### src/rtl/aes_chain_pkg.sv
// Shared types and helpers for the multi-block AES mode controller.
package aes_chain_pkg;

  localparam int unsigned BLK_W = 128;

  typedef enum logic [1:0] {
    MODE_ECB = 2'b00,
    MODE_CBC = 2'b01,
    MODE_CTR = 2'b10
  } mode_e;

  typedef enum logic [2:0] {
    S_IDLE  = 3'd0,
    S_KEY   = 3'd1,
    S_ISSUE = 3'd2,
    S_WAIT  = 3'd3,
    S_OUT   = 3'd4
  } state_e;

  // Block captured at the input handshake; drives the whole transaction.
  typedef struct packed {
    logic [BLK_W-1:0] block;
    logic             last;
    mode_e            mode;
    logic             encdec;
  } blk_req_t;

  // The reserved encoding falls back to ECB.
  function automatic mode_e mode_decode(input logic [1:0] m);
    mode_e res;
    case (m)
      2'b01:   res = MODE_CBC;
      2'b10:   res = MODE_CTR;
      default: res = MODE_ECB;
    endcase
    return res;
  endfunction

  // Increment only the low 'width' bits; upper bits untouched, no carry out.
  function automatic logic [BLK_W-1:0] ctr_inc(input logic [BLK_W-1:0] cb,
                                               input int unsigned      width);
    logic [BLK_W-1:0] mask;
    mask = (width >= BLK_W) ? '1 : ((BLK_W'(1) << width) - BLK_W'(1));
    return (cb & ~mask) | ((cb + BLK_W'(1)) & mask);
  endfunction

endpackage

### src/rtl/aes_chain_ctrl_if.sv
// Streaming block interface between the SE front-end (master) and the controller (slave).
interface aes_chain_ctrl_if;

  logic                              in_valid;
  logic                              in_ready;
  logic [aes_chain_pkg::BLK_W-1:0]   in_block;
  logic                              in_last;
  logic                              out_valid;
  logic                              out_ready;
  logic [aes_chain_pkg::BLK_W-1:0]   out_block;
  logic                              out_last;

  modport master (
    output in_valid, in_block, in_last, out_ready,
    input  in_ready, out_valid, out_block, out_last
  );

  modport slave (
    input  in_valid, in_block, in_last, out_ready,
    output in_ready, out_valid, out_block, out_last
  );

endinterface

### src/rtl/aes_chain_out_reg.sv
// Result holding register: keeps block/last stable under backpressure until taken.
module aes_chain_out_reg
  import aes_chain_pkg::*;
(
  input  logic             clk,
  input  logic             rst_n,
  input  logic             load,
  input  logic [BLK_W-1:0] load_block,
  input  logic             load_last,
  input  logic             ready,
  output logic             valid,
  output logic [BLK_W-1:0] block,
  output logic             last
);

  always_ff @(posedge clk or negedge rst_n) begin
    if (!rst_n) begin
      valid <= 1'b0;
      block <= '0;
      last  <= 1'b0;
    end else if (load) begin
      valid <= 1'b1;
      block <= load_block;
      last  <= load_last;
    end else if (valid && ready) begin
      valid <= 1'b0;
    end
  end

endmodule

### src/rtl/aes_chain_ctrl.sv
// ECB/CBC/CTR chaining controller around a single-block AES engine.
// Optional AES_CHAIN_BLKCNT_EN adds a delivered-block counter output.
module aes_chain_ctrl
  import aes_chain_pkg::*;
#(
  parameter int unsigned CTR_WIDTH = 32,
  parameter int unsigned KEY_WIDTH = 256
) (
  input  logic                 clk,
  input  logic                 reset_n,
  input  logic [1:0]           mode,
  input  logic                 encdec,
  input  logic                 keylen,
  input  logic [KEY_WIDTH-1:0] key,
  input  logic                 key_init,
  input  logic [BLK_W-1:0]     iv,
  input  logic                 iv_load,
  aes_chain_ctrl_if.slave      strm,
  output logic                 busy,
  output logic                 key_valid,
  output logic                 eng_init,
  output logic                 eng_next,
  output logic                 eng_encdec,
  output logic [BLK_W-1:0]     eng_block,
  input  logic                 eng_ready,
  input  logic [BLK_W-1:0]     eng_result,
  input  logic                 eng_result_valid
`ifdef AES_CHAIN_BLKCNT_EN
  ,
  output logic [31:0]          blk_count
`endif
);

  state_e           state, state_d;
  blk_req_t         req, req_d;
  logic [BLK_W-1:0] cv, cv_d;
  logic [BLK_W-1:0] eng_block_d;
  logic             eng_encdec_d, eng_init_d, eng_next_d;
  logic             key_valid_d, busy_d;
  logic             out_load;
  logic [BLK_W-1:0] out_data;
  logic             in_fire;
  mode_e            mode_sel;

  // Key and key length go to the engine directly at integration level.
  logic unused_cfg;
  assign unused_cfg = ^{keylen, key};

  assign mode_sel      = mode_decode(mode);
  assign strm.in_ready = (state == S_IDLE) && key_valid && !key_init && !iv_load;
  assign in_fire       = strm.in_valid && strm.in_ready;

  always_ff @(posedge clk or negedge reset_n) begin
    if (!reset_n) begin
      state      <= S_IDLE;
      req        <= '0;
      cv         <= '0;
      eng_block  <= '0;
      eng_encdec <= 1'b0;
      eng_init   <= 1'b0;
      eng_next   <= 1'b0;
      key_valid  <= 1'b0;
      busy       <= 1'b0;
    end else begin
      state      <= state_d;
      req        <= req_d;
      cv         <= cv_d;
      eng_block  <= eng_block_d;
      eng_encdec <= eng_encdec_d;
      eng_init   <= eng_init_d;
      eng_next   <= eng_next_d;
      key_valid  <= key_valid_d;
      busy       <= busy_d;
    end
  end

  always_comb begin
    state_d      = state;
    req_d        = req;
    cv_d         = cv;
    eng_block_d  = eng_block;
    eng_encdec_d = eng_encdec;
    eng_init_d   = 1'b0;
    eng_next_d   = 1'b0;
    key_valid_d  = key_valid;
    out_load     = 1'b0;
    out_data     = eng_result;

    unique case (state)
      S_IDLE: begin
        if (key_init) begin
          eng_init_d  = 1'b1;
          key_valid_d = 1'b0;
          state_d     = S_KEY;
        end else if (iv_load) begin
          cv_d = iv;
        end else if (in_fire) begin
          req_d.block  = strm.in_block;
          req_d.last   = strm.in_last;
          req_d.mode   = mode_sel;
          req_d.encdec = encdec;
          eng_encdec_d = (mode_sel == MODE_CTR) ? 1'b1 : encdec;
          case (mode_sel)
            MODE_CTR: eng_block_d = cv;
            MODE_CBC: eng_block_d = encdec ? (strm.in_block ^ cv) : strm.in_block;
            default:  eng_block_d = strm.in_block;
          endcase
          eng_next_d = 1'b1;
          state_d    = S_ISSUE;
        end
      end
      // eng_init is still high on the first key cycle; ready there is stale.
      S_KEY: begin
        if (!eng_init && eng_ready) begin
          key_valid_d = 1'b1;
          state_d     = S_IDLE;
        end
      end
      S_ISSUE: state_d = S_WAIT;
      S_WAIT: begin
        if (eng_result_valid) begin
          out_load = 1'b1;
          state_d  = S_OUT;
          case (req.mode)
            MODE_CBC: begin
              if (req.encdec) begin
                cv_d = eng_result;
              end else begin
                out_data = eng_result ^ cv;
                cv_d     = req.block;
              end
            end
            MODE_CTR: begin
              out_data = eng_result ^ req.block;
              cv_d     = ctr_inc(cv, CTR_WIDTH);
            end
            default: ;
          endcase
        end
      end
      S_OUT: begin
        if (strm.out_ready) state_d = S_IDLE;
      end
      default: state_d = S_IDLE;
    endcase

    busy_d = (state_d != S_IDLE);
  end

  aes_chain_out_reg u_out_reg (
    .clk        (clk),
    .rst_n      (reset_n),
    .load       (out_load),
    .load_block (out_data),
    .load_last  (req.last),
    .ready      (strm.out_ready),
    .valid      (strm.out_valid),
    .block      (strm.out_block),
    .last       (strm.out_last)
  );

`ifdef AES_CHAIN_BLKCNT_EN
  // Counts delivered blocks; restarts with each new key or IV.
  always_ff @(posedge clk or negedge reset_n) begin
    if (!reset_n) begin
      blk_count <= '0;
    end else if ((state == S_IDLE) && (key_init || iv_load)) begin
      blk_count <= '0;
    end else if (strm.out_valid && strm.out_ready) begin
      blk_count <= blk_count + 32'd1;
    end
  end
`endif

endmodule

### src/flat_wrapper.sv
// flat-port wrapper written by rule: the top's interface ports become plain ports
module aes_chain_ctrl_flat import aes_chain_pkg::*;
#(
  parameter int unsigned CTR_WIDTH = 32,
  parameter int unsigned KEY_WIDTH = 256
)
  (clk, reset_n, mode, encdec, keylen, key, key_init, iv, iv_load, busy, key_valid, eng_init, eng_next, eng_encdec, eng_block, eng_ready, eng_result, eng_result_valid, strm_in_valid, strm_in_block, strm_in_last, strm_out_ready, strm_in_ready, strm_out_valid, strm_out_block, strm_out_last);
  aes_chain_ctrl_if strm_i ();
  input  logic clk;
  input  logic reset_n;
  input  logic [1:0] mode;
  input  logic encdec;
  input  logic keylen;
  input  logic [KEY_WIDTH-1:0] key;
  input  logic key_init;
  input  logic [BLK_W-1:0] iv;
  input  logic iv_load;
  output logic busy;
  output logic key_valid;
  output logic eng_init;
  output logic eng_next;
  output logic eng_encdec;
  output logic [BLK_W-1:0] eng_block;
  input  logic eng_ready;
  input  logic [BLK_W-1:0] eng_result;
  input  logic eng_result_valid;
  input wire logic [$bits(strm_i.in_valid)-1:0] strm_in_valid;
  input wire logic [$bits(strm_i.in_block)-1:0] strm_in_block;
  input wire logic [$bits(strm_i.in_last)-1:0] strm_in_last;
  input wire logic [$bits(strm_i.out_ready)-1:0] strm_out_ready;
  output wire logic [$bits(strm_i.in_ready)-1:0] strm_in_ready;
  output wire logic [$bits(strm_i.out_valid)-1:0] strm_out_valid;
  output wire logic [$bits(strm_i.out_block)-1:0] strm_out_block;
  output wire logic [$bits(strm_i.out_last)-1:0] strm_out_last;
  assign strm_i.in_valid = strm_in_valid;
  assign strm_i.in_block = strm_in_block;
  assign strm_i.in_last = strm_in_last;
  assign strm_i.out_ready = strm_out_ready;
  assign strm_in_ready = strm_i.in_ready;
  assign strm_out_valid = strm_i.out_valid;
  assign strm_out_block = strm_i.out_block;
  assign strm_out_last = strm_i.out_last;
  aes_chain_ctrl #(.CTR_WIDTH(CTR_WIDTH), .KEY_WIDTH(KEY_WIDTH)) u_core (.clk(clk), .reset_n(reset_n), .mode(mode), .encdec(encdec), .keylen(keylen), .key(key), .key_init(key_init), .iv(iv), .iv_load(iv_load), .strm(strm_i), .busy(busy), .key_valid(key_valid), .eng_init(eng_init), .eng_next(eng_next), .eng_encdec(eng_encdec), .eng_block(eng_block), .eng_ready(eng_ready), .eng_result(eng_result), .eng_result_valid(eng_result_valid));
endmodule
### config.mk
export PLATFORM = sky130hd
export DESIGN_NAME = aes_chain_ctrl_flat
export DESIGN_NICKNAME = d
export VERILOG_FILES = /design/src/rtl/aes_chain_pkg.sv /design/src/rtl/aes_chain_ctrl_if.sv /design/src/rtl/aes_chain_out_reg.sv /design/src/rtl/aes_chain_ctrl.sv /design/src/flat_wrapper.sv
export SDC_FILE = /design/constraint.sdc
export NUM_CORES = 2
export LEC_CHECK = 0
export ABC_AREA = 0
export CORE_AREA = 4 4 352 354
export CTS_CLUSTER_DIAMETER = 40
export DETAILED_ROUTE_END_ITERATION = 16
export DIE_AREA = 0 0 356 358
export SLEW_MARGIN = 15
export SYNTH_ARGS = -nofsm -noshare
export SYNTH_HDL_FRONTEND = slang
export SYNTH_SLANG_ARGS = --single-unit
### constraint.sdc
create_clock -name clk -period 2.91 [get_ports clk]
set_input_delay 0.4365 -clock clk [delete_from_list [all_inputs] [get_ports clk]]
set_output_delay 0.4365 -clock clk [all_outputs]
set_load 0.02 [all_outputs]
==> results.md <==
- The flow ran to the end, and the final reports show no timing, DRC or antenna violations.
- The worst setup path startpoint is u_core.cv[1]$_DFFE_PN0P_.
- The number of flops mapped to enable cells by yosys is 0.
- Synthesis produced 3786 cells.
- The post-detailed-route wirelength per cell is 23.4 um.
- The number of global-route vias before repair was 30200.
- The area enclosed by the die boundary is 127000 um^2.
- The wire length of the first global-routing pass is 208000 um.
- The total overflow left after global routing is 0.
- The floorplan die width is 356 um.
- The critical path required time is 3490 ps.
- The clock drives 526 sinks.
- The total core area is 121000 um^2.
- The number of unique standard cell types used by synthesis is 57.
- The post-CTS clock slew at the launch and capture registers of the worst setup and hold paths is 50 ps.
- The share of async-settable or async-resettable flops after synthesis is 100%.
- 917 I/O pins were placed.
- In this run the tightest slew margin relative to its limit is 18.6%.
- The net count of the mapped netlist is 4444.
- The share of synthesized area in the top cell type comes to 41.5%.
- The detailed router finished its first iteration with 2640 violations.
- The worst hold path begins at encdec.
- STA puts the critical path data arrival time at 3010 ps.
- The category of the worst setup path capture point is a flip-flop.
- For this run, the number of Yosys warnings is 0.
- The average vias per placed instance is 5.11.
- The worst reg2reg path startpoint is u_core.cv[1]$_DFFE_PN0P_.
- The worst setup path category is reg2reg.
- After detailed routing, the number of remaining DRC violations is 0.
- The pin count of the biggest net entering global routing is 129.
- The longest clock path from root to sink contains 3 buffers.
- The category of the worst setup path launch point is a flip-flop.
- The effective utilization at floorplan is 26.2%.
- The number of antenna violations at the first check in global routing is 51.
- The maximum clock frequency is 0.411 GHz.
- Of the cells placed in the final design, the portion with a size suffix greater than 1 is 10.1%.
- For this run, the register share of the synthesized area comes to 41.5%.
- The placed wire-length estimate is 99000 um.
- Measured on the finished design, the core utilization comes to 37.1%.
- The latest clock arrival within the worst-skew pair is 710 ps.
- The maximum clock skew at final layout is 44.3 ps.
- Fill cells in the final layout number 12200.
- The die span in y is 358 um.
- The per-instance average area after synthesis is 8.37 um^2.
- The final critical path takes up 83.6% of the cycle.
- At the end of routability-driven placement, the weighted congestion stood at 0.883.
- The measured slew at the worst slew-check pin is 1220 ps.
- The number of levels in the clock H-tree is 3.
- The number of max-slew violations in the final report is 0.
- In the synthesized netlist the dominant register cell turns out to be sky130_fd_sc_hd__dfrtp_1.
- In this run, synthesis produced a sequential element count of 526.
- The final layout contains 5000 nets.
- The post-layout minimum cycle time is 2430 ps.
- The final hold violation count is 0.
- The worst path meets setup with 478 ps of slack.
- Setup violations remaining at the end of the flow were counted as 0.
- The cell taking the most area after synthesis is sky130_fd_sc_hd__dfrtp_1.
- The master cell of the clock root buffer is sky130_fd_sc_hd__clkbuf_16.
- For this run, the total global-route usage over all layers was measured as 21.6%.
- The layout-stage area growth over the synthesis result is 41.8%.
- The number of buffers added on ports is 659.
- Setup repair after global routing left no endpoint under its margin.
- The number of optimization iterations in the first detailed-route pass is 6.
- Across the VDD grid, the largest voltage drop is 0.621 mV.
- OpenSTA, run right after detailed placement, puts the worst setup slack at 316 ps.
- The site row count is 128.
- The post-route setup TNS is 0 ps.
- The worst min-delay path class is in2reg.
- The count of antenna-violating nets left after detailed routing is 0.
- TritonCTS built the clock tree.
- Across all layers, the routed design uses 31200 vias.
- Ranked by total cell area, the synthesized netlist is headed by sky130_fd_sc_hd__dfrtp_1 (42%), sky130_fd_sc_hd__nand2_1 (13%), sky130_fd_sc_hd__xnor2_1 (3.7%), sky130_fd_sc_hd__mux2_2 (3.6%), sky130_fd_sc_hd__xor2_1 (3.6%).
- Summing every instance area after synthesis gives 31700 um^2.
- The number of max-capacitance violations reported is 0.
- The number of buffers created by CTS is 116.
- The total power is 49.1 mW.
- The routed wire length is 143000 um.
- Summed over all cells, the static leakage comes to 18.9 nW.
- In this run the power density over the cells is 1090 nW/um^2.
- The highest net fanout along the worst path is 9.
==> logic make-up (layout without fill, tap and decap cells) <==
kind of cell	count (synthesis)	after routing	share of synthesized area [%]
other cells	0	37	0
xor+xnor	262	262	7.24
compound gates	981	981	21.5
fa+ha+maj	5	5	0.197
buf+inv	352	1006	4.33
flops	526	526	41.5
simple gates	1540	1540	21.0
mux	120	120	4.19
==> synth_stat cells (19+ instances only) <==
library cell,count
sky130_fd_sc_hd__xor2_1,129
sky130_fd_sc_hd__nand2_1,1077
sky130_fd_sc_hd__a221oi_1,128
sky130_fd_sc_hd__buf_1,19
sky130_fd_sc_hd__o31ai_1,130
sky130_fd_sc_hd__o22ai_1,104
sky130_fd_sc_hd__mux2_2,102
sky130_fd_sc_hd__a32oi_1,128
sky130_fd_sc_hd__nand2b_1,128
sky130_fd_sc_hd__a21oi_1,140
sky130_fd_sc_hd__o21ai_0,164
sky130_fd_sc_hd__o21bai_1,128
sky130_fd_sc_hd__clkbuf_1,285
sky130_fd_sc_hd__dfrtp_1,526
sky130_fd_sc_hd__nor2b_1,139
sky130_fd_sc_hd__xnor2_1,133
sky130_fd_sc_hd__buf_2,31
sky130_fd_sc_hd__nor2_1,120
==> critical path: stages (launching register included) <==
cell                      delay (ps)
sky130_fd_sc_hd__dfrtp_1         470
sky130_fd_sc_hd__ha_1            230
sky130_fd_sc_hd__nand3_1         200
sky130_fd_sc_hd__or3_1           560
sky130_fd_sc_hd__nor4_1          530
sky130_fd_sc_hd__nor3_1           90
sky130_fd_sc_hd__a211o_1         240
==> power by group <==
group | total (mW) | internal (mW) | switching (mW)
sequential | 13.7 | 10.4 | 3.25
combinational | 21.6 | 9.74 | 11.8
clock | 13.8 | 9.07 | 4.71
total | 49.1 | 29.3 | 19.8
==> metrics by stage <==
stage	hold slack (ps)	cells	cell area [um^2]
after floorplan	141	3786	31700
after global placement	458	5848	40800
after detailed placement	460	5848	40800
after CTS	131	6065	44900
after global routing	172	6090	44900
final	184	6102	45000
==> registers in the layout, summed over array words and instances (netlist names) <==
register                cells
u_core.cv                 128
u_core.u_out_reg.block    128
u_core.eng_next             1
u_core.busy                 1
u_core.req                132
u_core.eng_block          128
u_core.u_out_reg.valid      1
u_core.eng_init             1
u_core.key_valid            1
u_core.state                3
u_core.eng_encdec           1
u_core.u_out_reg.last       1
==> path summary, 6_finish.rpt <==
kind                            slack (ps)  cells after the start                          endpoint
worst min register to register         470                      2         u_core.req[3]$_DFFE_PN0P_
min in group asynchronous              340                      2  u_core.eng_block[96]$_DFFE_PN0P_
max in group asynchronous             1560                      4         u_core.cv[19]$_DFFE_PN0P_
worst max-delay path                   480                      6         u_core.cv[28]$_DFFE_PN0P_
worst max register to register         480                      6         u_core.cv[28]$_DFFE_PN0P_
worst min-delay path                   180                      3         u_core.req[0]$_DFFE_PN0P_
==> what timing repair did <==
| action | CTS | global route |
|---|---|---|
| pin swaps | 0 | 0 |
| gates resized for setup | 1 | 2 |
| buffers inserted | 0 | 0 |
| endpoints found under the setup margin | 1 | 1 |
| hold endpoints to repair | 46 | 0 |
| hold buffers | 1 | 0 |
==> routing by layer <==
| layer | track usage (%) | part of all wire (%) | up-vias |
|---|---|---|---|
| met5 | 0 | 0.13 | - |
| met1 | 29.1 | 42 | 15100 |
| met3 | 7.17 | 11 | 319 |
| met4 | 9.89 | 4.1 | 30 |
| li1 | - | - | 14400 |
| met2 | 31.2 | 43 | 1328 |
==> cells in the final DEF, fill, tap and decap left out, types with 11 or more instances in the layout <==
cell,n
sky130_fd_sc_hd__nand2_1,1075
sky130_fd_sc_hd__clkdlybuf4s50_1,656
sky130_fd_sc_hd__dfrtp_1,524
sky130_fd_sc_hd__o21ai_0,164
sky130_fd_sc_hd__a21oi_1,140
sky130_fd_sc_hd__nor2b_1,139
sky130_fd_sc_hd__xnor2_1,133
sky130_fd_sc_hd__o31ai_1,130
sky130_fd_sc_hd__xor2_1,129
sky130_fd_sc_hd__a221oi_1,128
sky130_fd_sc_hd__o21bai_1,128
sky130_fd_sc_hd__a32oi_1,128
sky130_fd_sc_hd__nand2b_1,127
sky130_fd_sc_hd__nor2_1,119
sky130_fd_sc_hd__clkbuf_16,118
sky130_fd_sc_hd__o22ai_1,104
sky130_fd_sc_hd__mux2_2,102
sky130_fd_sc_hd__buf_4,59
sky130_fd_sc_hd__buf_12,59
sky130_fd_sc_hd__diode_2,37
sky130_fd_sc_hd__clkinv_2,19
sky130_fd_sc_hd__mux2i_1,18
sky130_fd_sc_hd__nor3_1,17
sky130_fd_sc_hd__clkinvlp_4,15
sky130_fd_sc_hd__bufinv_16,15
sky130_fd_sc_hd__a211oi_1,14
sky130_fd_sc_hd__clkbuf_1,12
sky130_fd_sc_hd__clkbuf_8,12
sky130_fd_sc_hd__clkinv_4,12
sky130_fd_sc_hd__inv_1,11
==> layout make-up <==
cell class	instances	area, um^2	share of cell area, %
clock inverter	74	938	2.09
antenna	37	92.6	0.206
inverter	13	61.3	0.136
clock buffer	142	3160	7.04
timing repair buffer	777	8230	18.3
tap	1625	2030	4.52
multi-input combinational	2908	17300	38.4
sequential	526	13200	29.3
Power figures use the tool's default switching activity.
